**src/rtl/ifetch_pkg.sv**
```systemverilog
// Shared constants for the instruction-fetch controller.
// State codes, default widths and reset values.
package ifetch_pkg;

    localparam int ADDR_W_DEF = 32;
    localparam int DATA_W_DEF = 32;

    typedef logic [1:0] state_t;

    localparam state_t S_IDLE = 2'd0;
    localparam state_t S_REQ  = 2'd1;
    localparam state_t S_HOLD = 2'd2;
    localparam state_t S_DROP = 2'd3;

    localparam state_t RST_STATE = S_IDLE;
    localparam logic   RST_REQ   = 1'b0;
    localparam logic   RST_VALID = 1'b0;

endpackage

```
**src/rtl/ifetch_ctrl_if.sv**
```systemverilog
// Instruction memory req/ack bus.
// The fetch controller is the master, the memory the slave.
interface ifetch_ctrl_if
    import ifetch_pkg::*;
#(
    parameter int ADDR_W = ADDR_W_DEF,
    parameter int DATA_W = DATA_W_DEF
);
    logic              req;
    logic [ADDR_W-1:0] addr;
    logic              ack;
    logic [DATA_W-1:0] rdata;

    modport master (
        output req,
        output addr,
        input  ack,
        input  rdata
    );

    modport slave (
        input  req,
        input  addr,
        output ack,
        output rdata
    );
endinterface

```
**src/rtl/ifetch_skid.sv**
```systemverilog
// One-entry skid buffer holding an instruction and its PC.
// Catches an ack that arrives while the output slot is stalled.
module ifetch_skid
    import ifetch_pkg::*;
#(
    parameter int ADDR_W = ADDR_W_DEF,
    parameter int DATA_W = DATA_W_DEF
) (
    input  logic              clk_i,
    input  logic              rst_i,
    input  logic              load_i,
    input  logic              unload_i,
    input  logic              clear_i,
    input  logic [DATA_W-1:0] data_i,
    input  logic [ADDR_W-1:0] pc_i,
    output logic [DATA_W-1:0] data_o,
    output logic [ADDR_W-1:0] pc_o,
    output logic              full_o
);

    // Entry storage: clear wipes contents, unload only frees the slot.
    always_ff @(posedge clk_i or negedge rst_i) begin
        if (!rst_i) begin
            data_o <= '0;
            pc_o   <= '0;
            full_o <= RST_VALID;
        end else if (clear_i) begin
            data_o <= '0;
            pc_o   <= '0;
            full_o <= 1'b0;
        end else if (load_i) begin
            data_o <= data_i;
            pc_o   <= pc_i;
            full_o <= 1'b1;
        end else if (unload_i) begin
            full_o <= 1'b0;
        end
    end

endmodule

```
**src/rtl/ifetch_ctrl.sv**
```systemverilog
// Instruction-fetch controller between the PC and instruction memory.
// Runs req/ack fetches, buffers one extra word, handles stalls and flushes.
module ifetch_ctrl
    import ifetch_pkg::*;
#(
    parameter int ADDR_W = ADDR_W_DEF,
    parameter int DATA_W = DATA_W_DEF
) (
    input  logic              clk_i,
    input  logic              rst_i,
    input  logic              start_i,
    input  logic [ADDR_W-1:0] pc_i,
    output logic              stall_o,
    input  logic              flush_i,
    input  logic              id_stall_i,
    output logic [DATA_W-1:0] inst_o,
    output logic [ADDR_W-1:0] inst_pc_o,
    output logic              inst_valid_o,
    ifetch_ctrl_if.master     mem
);

    state_t            state_q;
    state_t            state_d;
    logic              req_q;
    logic [ADDR_W-1:0] addr_q;
    logic              ack;
    logic              slot_free;
    logic              latch;
    logic              wr_out;
    logic              wr_skid;
    logic              unload;
    logic [DATA_W-1:0] skid_data;
    logic [ADDR_W-1:0] skid_pc;
    logic              skid_full;

    assign mem.req   = req_q;
    assign mem.addr  = addr_q;
    assign ack       = req_q & mem.ack;
    assign slot_free = ~inst_valid_o | ~id_stall_i;

    // Latch event, next state and data moves for this cycle.
    always_comb begin
        state_d = state_q;
        latch   = 1'b0;
        wr_out  = 1'b0;
        wr_skid = 1'b0;
        unload  = 1'b0;
        unique case (state_q)
            S_IDLE: begin
                if (!flush_i && start_i)
                    latch = 1'b1;
            end
            S_REQ: begin
                if (flush_i) begin
                    state_d = ack ? S_IDLE : S_DROP;
                end else if (ack && slot_free) begin
                    wr_out = 1'b1;
                    latch  = 1'b1;
                end else if (ack) begin
                    wr_skid = 1'b1;
                    state_d = S_HOLD;
                end
            end
            S_HOLD: begin
                if (flush_i) begin
                    state_d = S_IDLE;
                end else if (!id_stall_i && skid_full) begin
                    unload = 1'b1;
                    latch  = 1'b1;
                end
            end
            S_DROP: begin
                if (flush_i)
                    state_d = S_IDLE;
                else if (ack)
                    latch = 1'b1;
            end
            default: state_d = S_IDLE;
        endcase
        if (latch)
            state_d = S_REQ;
    end

    // PC advances only when its value is captured or on a redirect.
    assign stall_o = ~rst_i | ~(latch | flush_i);

    // FSM state and the registered memory request.
    always_ff @(posedge clk_i or negedge rst_i) begin
        if (!rst_i) begin
            state_q <= RST_STATE;
            req_q   <= RST_REQ;
            addr_q  <= '0;
        end else begin
            state_q <= state_d;
            req_q   <= (state_d == S_REQ) || (state_d == S_DROP);
            if (latch)
                addr_q <= pc_i;
        end
    end

    // Output slot: fill from memory or skid, drain when consumed.
    always_ff @(posedge clk_i or negedge rst_i) begin
        if (!rst_i) begin
            inst_o       <= '0;
            inst_pc_o    <= '0;
            inst_valid_o <= RST_VALID;
        end else if (flush_i) begin
            inst_valid_o <= 1'b0;
        end else if (wr_out) begin
            inst_o       <= mem.rdata;
            inst_pc_o    <= addr_q;
            inst_valid_o <= 1'b1;
        end else if (unload) begin
            inst_o       <= skid_data;
            inst_pc_o    <= skid_pc;
            inst_valid_o <= 1'b1;
        end else if (!id_stall_i) begin
            inst_valid_o <= 1'b0;
        end
    end

    ifetch_skid #(
        .ADDR_W (ADDR_W),
        .DATA_W (DATA_W)
    ) u_skid (
        .clk_i    (clk_i),
        .rst_i    (rst_i),
        .load_i   (wr_skid),
        .unload_i (unload),
        .clear_i  (flush_i),
        .data_i   (mem.rdata),
        .pc_i     (addr_q),
        .data_o   (skid_data),
        .pc_o     (skid_pc),
        .full_o   (skid_full)
    );

endmodule

```
**src/flat_wrapper.sv**
```systemverilog
// flat-port wrapper written by rule: the top's interface ports become plain ports
module ifetch_ctrl_flat import ifetch_pkg::*;
#(
    parameter int ADDR_W = ADDR_W_DEF,
    parameter int DATA_W = DATA_W_DEF
)
  (clk_i, rst_i, start_i, pc_i, stall_o, flush_i, id_stall_i, inst_o, inst_pc_o, inst_valid_o, mem_req, mem_addr, mem_ack, mem_rdata);
  ifetch_ctrl_if #(.ADDR_W(ADDR_W), .DATA_W(DATA_W)) mem_i ();
  input  logic clk_i;
  input  logic rst_i;
  input  logic start_i;
  input  logic [ADDR_W-1:0] pc_i;
  output logic stall_o;
  input  logic flush_i;
  input  logic id_stall_i;
  output logic [DATA_W-1:0] inst_o;
  output logic [ADDR_W-1:0] inst_pc_o;
  output logic inst_valid_o;
  output wire logic [$bits(mem_i.req)-1:0] mem_req;
  output wire logic [$bits(mem_i.addr)-1:0] mem_addr;
  input wire logic [$bits(mem_i.ack)-1:0] mem_ack;
  input wire logic [$bits(mem_i.rdata)-1:0] mem_rdata;
  assign mem_req = mem_i.req;
  assign mem_addr = mem_i.addr;
  assign mem_i.ack = mem_ack;
  assign mem_i.rdata = mem_rdata;
  ifetch_ctrl #(.ADDR_W(ADDR_W), .DATA_W(DATA_W)) u_core (.clk_i(clk_i), .rst_i(rst_i), .start_i(start_i), .pc_i(pc_i), .stall_o(stall_o), .flush_i(flush_i), .id_stall_i(id_stall_i), .inst_o(inst_o), .inst_pc_o(inst_pc_o), .inst_valid_o(inst_valid_o), .mem(mem_i));
endmodule
```
**config.mk**
```make
export PLATFORM = sky130hd
export DESIGN_NAME = ifetch_ctrl_flat
export DESIGN_NICKNAME = d
export VERILOG_FILES = /design/src/rtl/ifetch_pkg.sv /design/src/rtl/ifetch_ctrl_if.sv /design/src/rtl/ifetch_skid.sv /design/src/rtl/ifetch_ctrl.sv /design/src/flat_wrapper.sv
export SDC_FILE = /design/constraint.sdc
export NUM_CORES = 1
export LEC_CHECK = 0
export ABC_AREA = 1
export ABC_CLOCK_PERIOD_IN_PS = 2600
export BUFFER_PORTS_ARGS = -buffer_cell sky130_fd_sc_hd__buf_2
export CORE_UTILIZATION = 59
export DETAILED_ROUTE_END_ITERATION = 8
export PLACE_DENSITY = 0.95
export SLEW_MARGIN = 0
export SYNTH_ARGS = -nofsm -noshare
export SYNTH_HDL_FRONTEND = slang
export SYNTH_HIERARCHICAL = 1
export SYNTH_SLANG_ARGS = --single-unit
export TNS_END_PERCENT = 100
```
**constraint.sdc**
```tcl
create_clock -name clk_i -period 2.6 [get_ports clk_i]
set_input_delay 0.13 -clock clk_i [delete_from_list [all_inputs] [get_ports clk_i]]
set_output_delay 0.13 -clock clk_i [all_outputs]
set_load 0.005 [all_outputs]
```
==> results.toml, run 1 <==
[synth]
synth_cells = 946
syn_area_um2 = 7755
yosysWarnings = 6
syn_area_per_cell_um2 = 8.198
yosys.area_share.simple = 0.3754
synthXorXnorAreaFrac = 0
ys_ff_latch = 164
synth_top_area_share = 0.5292
synth_top_area_cell = "dfrtp_1"
synth_top_family_by_area = "simple AND/OR/NAND/NOR gates"
synth.area.top_cells = "dfrtp_1 (53%), nand2_1 (19%), nand3_1 (8.4%)"
synth_nets = 1016
ys_seq_area_frac = 0.5292
async_reset_ff_frac = 1.000
ys_types = 22
muxShareOfSynthArea = 0
synth_edf_count = 0
synth_compound_area_frac = 0.002743
synthAdderAreaFrac = 0
ys.flop_type = "dfrtp_1"

[clocking]
cts_hold_buf = 65
clkTransAtPathRegs_ps = 60
numCtsBuffers = 17
clockBufferDepth = 2
post_cts_resize_count = 0
post-cts-setup-buffers = 0
cts_root_buf = "clkbuf_16"
htreeDepth = 4
cts_tree = "done"
clk_latency_ps = 430
clock-sinks = 164

[sta]
max_freq_mhz = 430.5
period_needed_ps = 2323
slew-limit-headroom = 0.4765
worst_pin_slew_ps = 785.3
rsz0062_at_grt = "no"
finalHoldViolCount = 0
setup_violations = 0
fin_crit_sh = 0.8935
final.setup.worst_slack_ps = 276.9
clock-skew-final_ps = 10.10
drv_slew = 0
finalSetupTns_ps = 0

[worst_setup_path]
worstSetupPathType = "reg -> reg"
max_stage_delay_ps = 530
start_kind = "flip-flop"
cp_common_cell = "nand2_1"
cp_slowest_cell = "buf_4"
worstPathArrival_ps = 2630
path_max_fanout = 53
crit_required_ps = 2900
end_kind = "flip-flop"
crit_chain = "inv_2 -> nand2_1 -> nor2_4 -> nand2_4 -> buf_4 -> buf_4 -> nand2_1 -> nand3_1 -> nand2_1"

[power_and_ir_drop]
power.internal_mw = 5.197
p_leak_nw = 5.665
p_total_mw = 7.506
power.density_nw_per_um2 = 766.5
p_sw_mw = 2.309
p_clk_frac = 0.345
switching_share = 0.3076
ir_worst_vdd_v = 0.0005313
p_comb_frac = 0.219
seqPwrFrac = 0.436

[placed_design]
post-place-ws_ps = 439.2
dp.cells = 1234
place_area_um2 = 8551
place_hpwl_um = 11930
gp_congestion = 0.8434
port_buffers = 168

[die]
fp.dieW_um = 116.6
ios = 169
rows = 41
dieHeight_um = 116.6
initial_core_util = 0.6096
die-area_um2 = 13610
core_area_um2 = 12720

[drt]
drt_iter0_drc = 820
drc_errors = 0
ant_nets = 0
vias = 7695
dr.pass1.iters = 8
wirelength_um = 23470
viasPerCell = 5.803
routedWlPerCell_um = 17.70

[global_route]
track_usage = 0.3612
grt_max_degree = 79
overflow = 0
grt_pass1_vias = 7390
antenna_found_initial = 0
grt_pass1_wl_um = 36740

[finish]
syn2layout_area_growth_pct = 26.27
post-route-cell-area_um2 = 9792
diodes = 0
final_cells = 1326
nets = 1216
drive_gt1_frac = 0.1906

[hold_path]
holdCritPathClass = "in -> reg"

[run]
maxCapViolations = 0

[run_status]
status = "finished clean"
==> cell usage in the layout, fill, tap and decap left out, types with 2 or more instances in the layout <==
master / count
a21oi_1: 2
nor2_1: 6
inv_1: 67
nand3_1: 130
buf_2: 167
dlygate4sd3_1: 65
buf_12: 4
buf_4: 11
nor2_4: 3
inv_2: 5
clkinv_2: 2
dfrtp_1: 164
nand2_1: 396
nand4_1: 35
clkbuf_16: 17
bufinv_16: 4
clkbuf_1: 2
nand3b_1: 64
clkbuf_8: 2
==> registers in the layout (all words and copies together), names as in the netlist <==
register / flops
u_core/inst_o: 32
u_core/inst_pc_o: 32
u_core/mem.addr: 32
u_core/u_skid/data_o: 32
u_core/u_skid/pc_o: 32
u_core/state_q: 2
u_core/inst_valid_o: 1
u_core/u_skid/full_o: 1
==> metrics by stage <==
step	hold slack, ps	utilization
after floorplan	-165.6	-
after global placement	105.7	0.6721
after detailed placement	111.3	0.6721
after CTS	60.95	0.7697
after global routing	96.12	0.7697
final	77.35	0.7697
==> layout make-up <==
cell class	instances	area, um2
well taps	172	215.2
clock inverters	6	130.1
fillers	848	2930
inverters	73	274.0
clock buffers	21	460.4
multi-input cells	642	2948
flip-flops and latches	164	4104
repair buffers	248	1660
==> final timing paths <==
| kind | slack [ps] | from | endpoint | depth (start not counted) |
|---|---|---|---|---|
| max reg2reg | 280 | u_core/state_q[1] | u_core/inst_pc_o[5] | 9 |
| min reg2reg | 470 | u_core/u_skid/pc_o[20] | u_core/u_skid/pc_o[20] | 2 |
| min | 80 | mem_ack | u_core/state_q[0] | 4 |
| max in group asynchronous | 1510 | rst_i | u_core/inst_pc_o[5] | 3 |
| max | 280 | u_core/state_q[1] | u_core/inst_pc_o[5] | 9 |
| min in group asynchronous | 220 | rst_i | u_core/inst_o[7] | 2 |
==> cells in the mapped netlist (6+ instances only) <==
master and number:
nand4_1 35, buf_4 16, buf_6 13, clkbuf_1 6, buf_2 28, inv_1 68, nand2_1 396, nor2_1 6
nand3_1 130, nand3b_1 64, dfrtp_1 164
==> critical path: cells and delay by family (launching register included) <==
kind                   cells  cell delay, ps
buffers and inverters      3             910
flip-flops                 1             420
AND/OR/NAND/NOR            6             810
==> kinds of logic (layout without fill, tap and decap cells) <==
kind of cell,count (synthesis),count (layout)
flops,164,164
simple gates,638,638
compound gates,4,4
buf+inv,140,348
==> power groups by stage <==
stage	registers, mW	clock network [mW]	logic, mW
2_1_floorplan	3.23	0	0.805
3_3_place_gp	3.27	0	1.43
3_5_place_dp	3.28	0	1.48
4_1_cts	3.24	2.57	1.58
5_1_grt	3.31	2.70	1.79
6_report	3.27	2.59	1.64
==> per-layer routing <==
metal,up-vias,GRT usage,routed length [um]
met4,0,0.2380,1235
met5,-,0,0
met3,118,0.09185,2101
met2,547,0.5862,11610
met1,3625,0.4282,8522
li1,3405,-,-
Power figures use the tool's default switching activity.
==> run 2: changes to the inputs <==
--- a/config.mk
+++ b/config.mk
@@ -11,6 +11,7 @@
 export CORE_UTILIZATION = 59
 export DETAILED_ROUTE_END_ITERATION = 8
 export PLACE_DENSITY = 0.95
+export RECOVER_POWER = 50
 export SLEW_MARGIN = 0
 export SYNTH_ARGS = -nofsm -noshare
 export SYNTH_HDL_FRONTEND = slang
==> results.toml, run 2 (synthesis gave the netlist of run 1 again) <==
[placed_design]
place_hpwl_um = 11930
gp_congestion = 0.8434
dp.cells = 1234
port_buffers = 168

[hold_path]
holdCritPathClass = "in -> reg"

[worst_setup_path]
reg2reg_to = "u_core/inst_pc_o[5]"
start_kind = "flip-flop"
path_max_fanout = 53
r2r_cells = 9
cp-endpoint = "u_core/inst_pc_o[5]"
r2r_slack_ps = 290
end_kind = "flip-flop"
worstPathArrival_ps = 2610
worstSetupPathType = "reg -> reg"
startpoint = "u_core/state_q[1]"
r2r-start = "u_core/state_q[1]"
crit_required_ps = 2900

[die]
initial_core_util = 0.6096
core_area_um2 = 12720
rows = 41
dieHeight_um = 116.6
fp.dieW_um = 116.6
die-area_um2 = 13610
ios = 169

[global_route]
antenna_found_initial = 0
track_usage = 0.3612
grt_pass1_vias = 7390
grt_pass1_wl_um = 36740
grt_max_degree = 79
overflow = 0

[finish]
syn2layout_area_growth_pct = 25.25
layout_commonest_cell = "nand2_1"
multi_input_area_um2 = 2948
diodes = 0
nFillCells = 887
nets = 1216
register_area_um2 = 4104
drive_gt1_frac = 0.1404
final_cells = 1326
final_cell_mix = "nand2_1 (396), dfrtp_1 (164), nand3_1 (130), buf_2 (109), inv_1 (67)"

[sta]
setup_violations = 0
finalSetupTns_ps = 0
period_needed_ps = 2307
clock-skew-final_ps = 10.48
rsz0062_at_grt = "no"
slew-limit-headroom = 0.1026
max_freq_mhz = 433.5
worst_pin_slew_ps = 1346
fin_crit_sh = 0.8873
finalHoldViolCount = 0
drv_slew = 0

[drt]
routedWlPerCell_um = 17.71
wirelength_um = 23480
vias = 7650
dr.pass1.iters = 6
drt_iter0_drc = 771
ant_nets = 0
drc_errors = 0
viasPerCell = 5.769

[clocking]
htreeDepth = 4
clkTransAtPathRegs_ps = 60
post-cts-setup-buffers = 0
cts_root_buf = "clkbuf_16"
numCtsBuffers = 17
clockBufferDepth = 2
clock-sinks = 164
cts_hold_buf = 65
clk_latency_ps = 430
cts_tree = "done"
post_cts_resize_count = 0

[power_and_ir_drop]
p_leak_nw = 5.426
ir_worst_vdd_v = 0.0005294
power.density_nw_per_um2 = 769.2

[run_status]
status = "finished clean"

[run]
maxCapViolations = 0
run 2: cell count changes in the layout (fill, tap and decap cells not counted):
cell / delta
buf_2: -58
clkbuf_1: +56
buf_1: +2
buf_6: -1
clkbuf_2: +1
run 2: where the power goes:
| group | leakage, nW | switching (mW) | internal [mW] |
|---|---|---|---|
| sequential | 2.24 | 0.375 | 2.90 |
| combinational | 2.90 | 0.977 | 0.624 |
| clock | 0.291 | 0.967 | 1.63 |
| total | 5.43 | 2.32 | 5.15 |
run 2: area by class of cell:
cell class | instances | share of cell area
timing repair buffer | 248 | 0.1628
clock buffer | 21 | 0.04740
multi-input combinational | 642 | 0.3035
sequential | 164 | 0.4225
clock inverter | 6 | 0.01340
tap | 172 | 0.02216
inverter | 73 | 0.02821
run 2: critical path: stages (launching register included):
cell and delay (ps):
dfrtp_1 420, inv_2 50, nand2_1 140, nor2_4 60
nand2_4 260, buf_4 330, buf_4 540, nand2_1 140
nand3_1 140, nand2_1 70
run 2: worst min path at each step:
stage / start / slack [ps] / depth (start not counted) / end
after global placement: rst_i / 110 / 1 / u_core/inst_o[7]
after CTS: mem_ack / 60 / 4 / u_core/state_q[0]
after detailed placement: rst_i / 110 / 1 / u_core/inst_o[8]
final: mem_ack / 80 / 4 / u_core/state_q[0]
after global routing: mem_ack / 100 / 4 / u_core/state_q[0]
after floorplan: rst_i / -170 / 0 / u_core/inst_o[0]
run 2: metal layers:
metal | routed length, um | global-route usage | part of all wire | up-vias
li1 | - | - | - | 3401
met4 | 1258 | 0.2380 | 0.054 | 0
met2 | 11560 | 0.5862 | 0.49 | 553
met1 | 8495 | 0.4282 | 0.36 | 3571
met3 | 2162 | 0.09185 | 0.092 | 125
met5 | 0 | 0 | 0 | -
run 2: metrics by stage:
step | setup slack [ps] | total power, mW | hold WS (ps) | area (um2) | utilization
final | 293.1 | 7.471 | 78.24 | 9713 | 0.7635
after global routing | 140.9 | 7.756 | 96.12 | 9713 | 0.7635
after CTS | 345.0 | 7.390 | 60.95 | 9792 | 0.7697
after detailed placement | 439.2 | 4.760 | 111.3 | 8551 | 0.6721
after global placement | 530.0 | 4.699 | 105.7 | 8551 | 0.6721
after floorplan | 1127 | 4.032 | -165.6 | 7755 | -
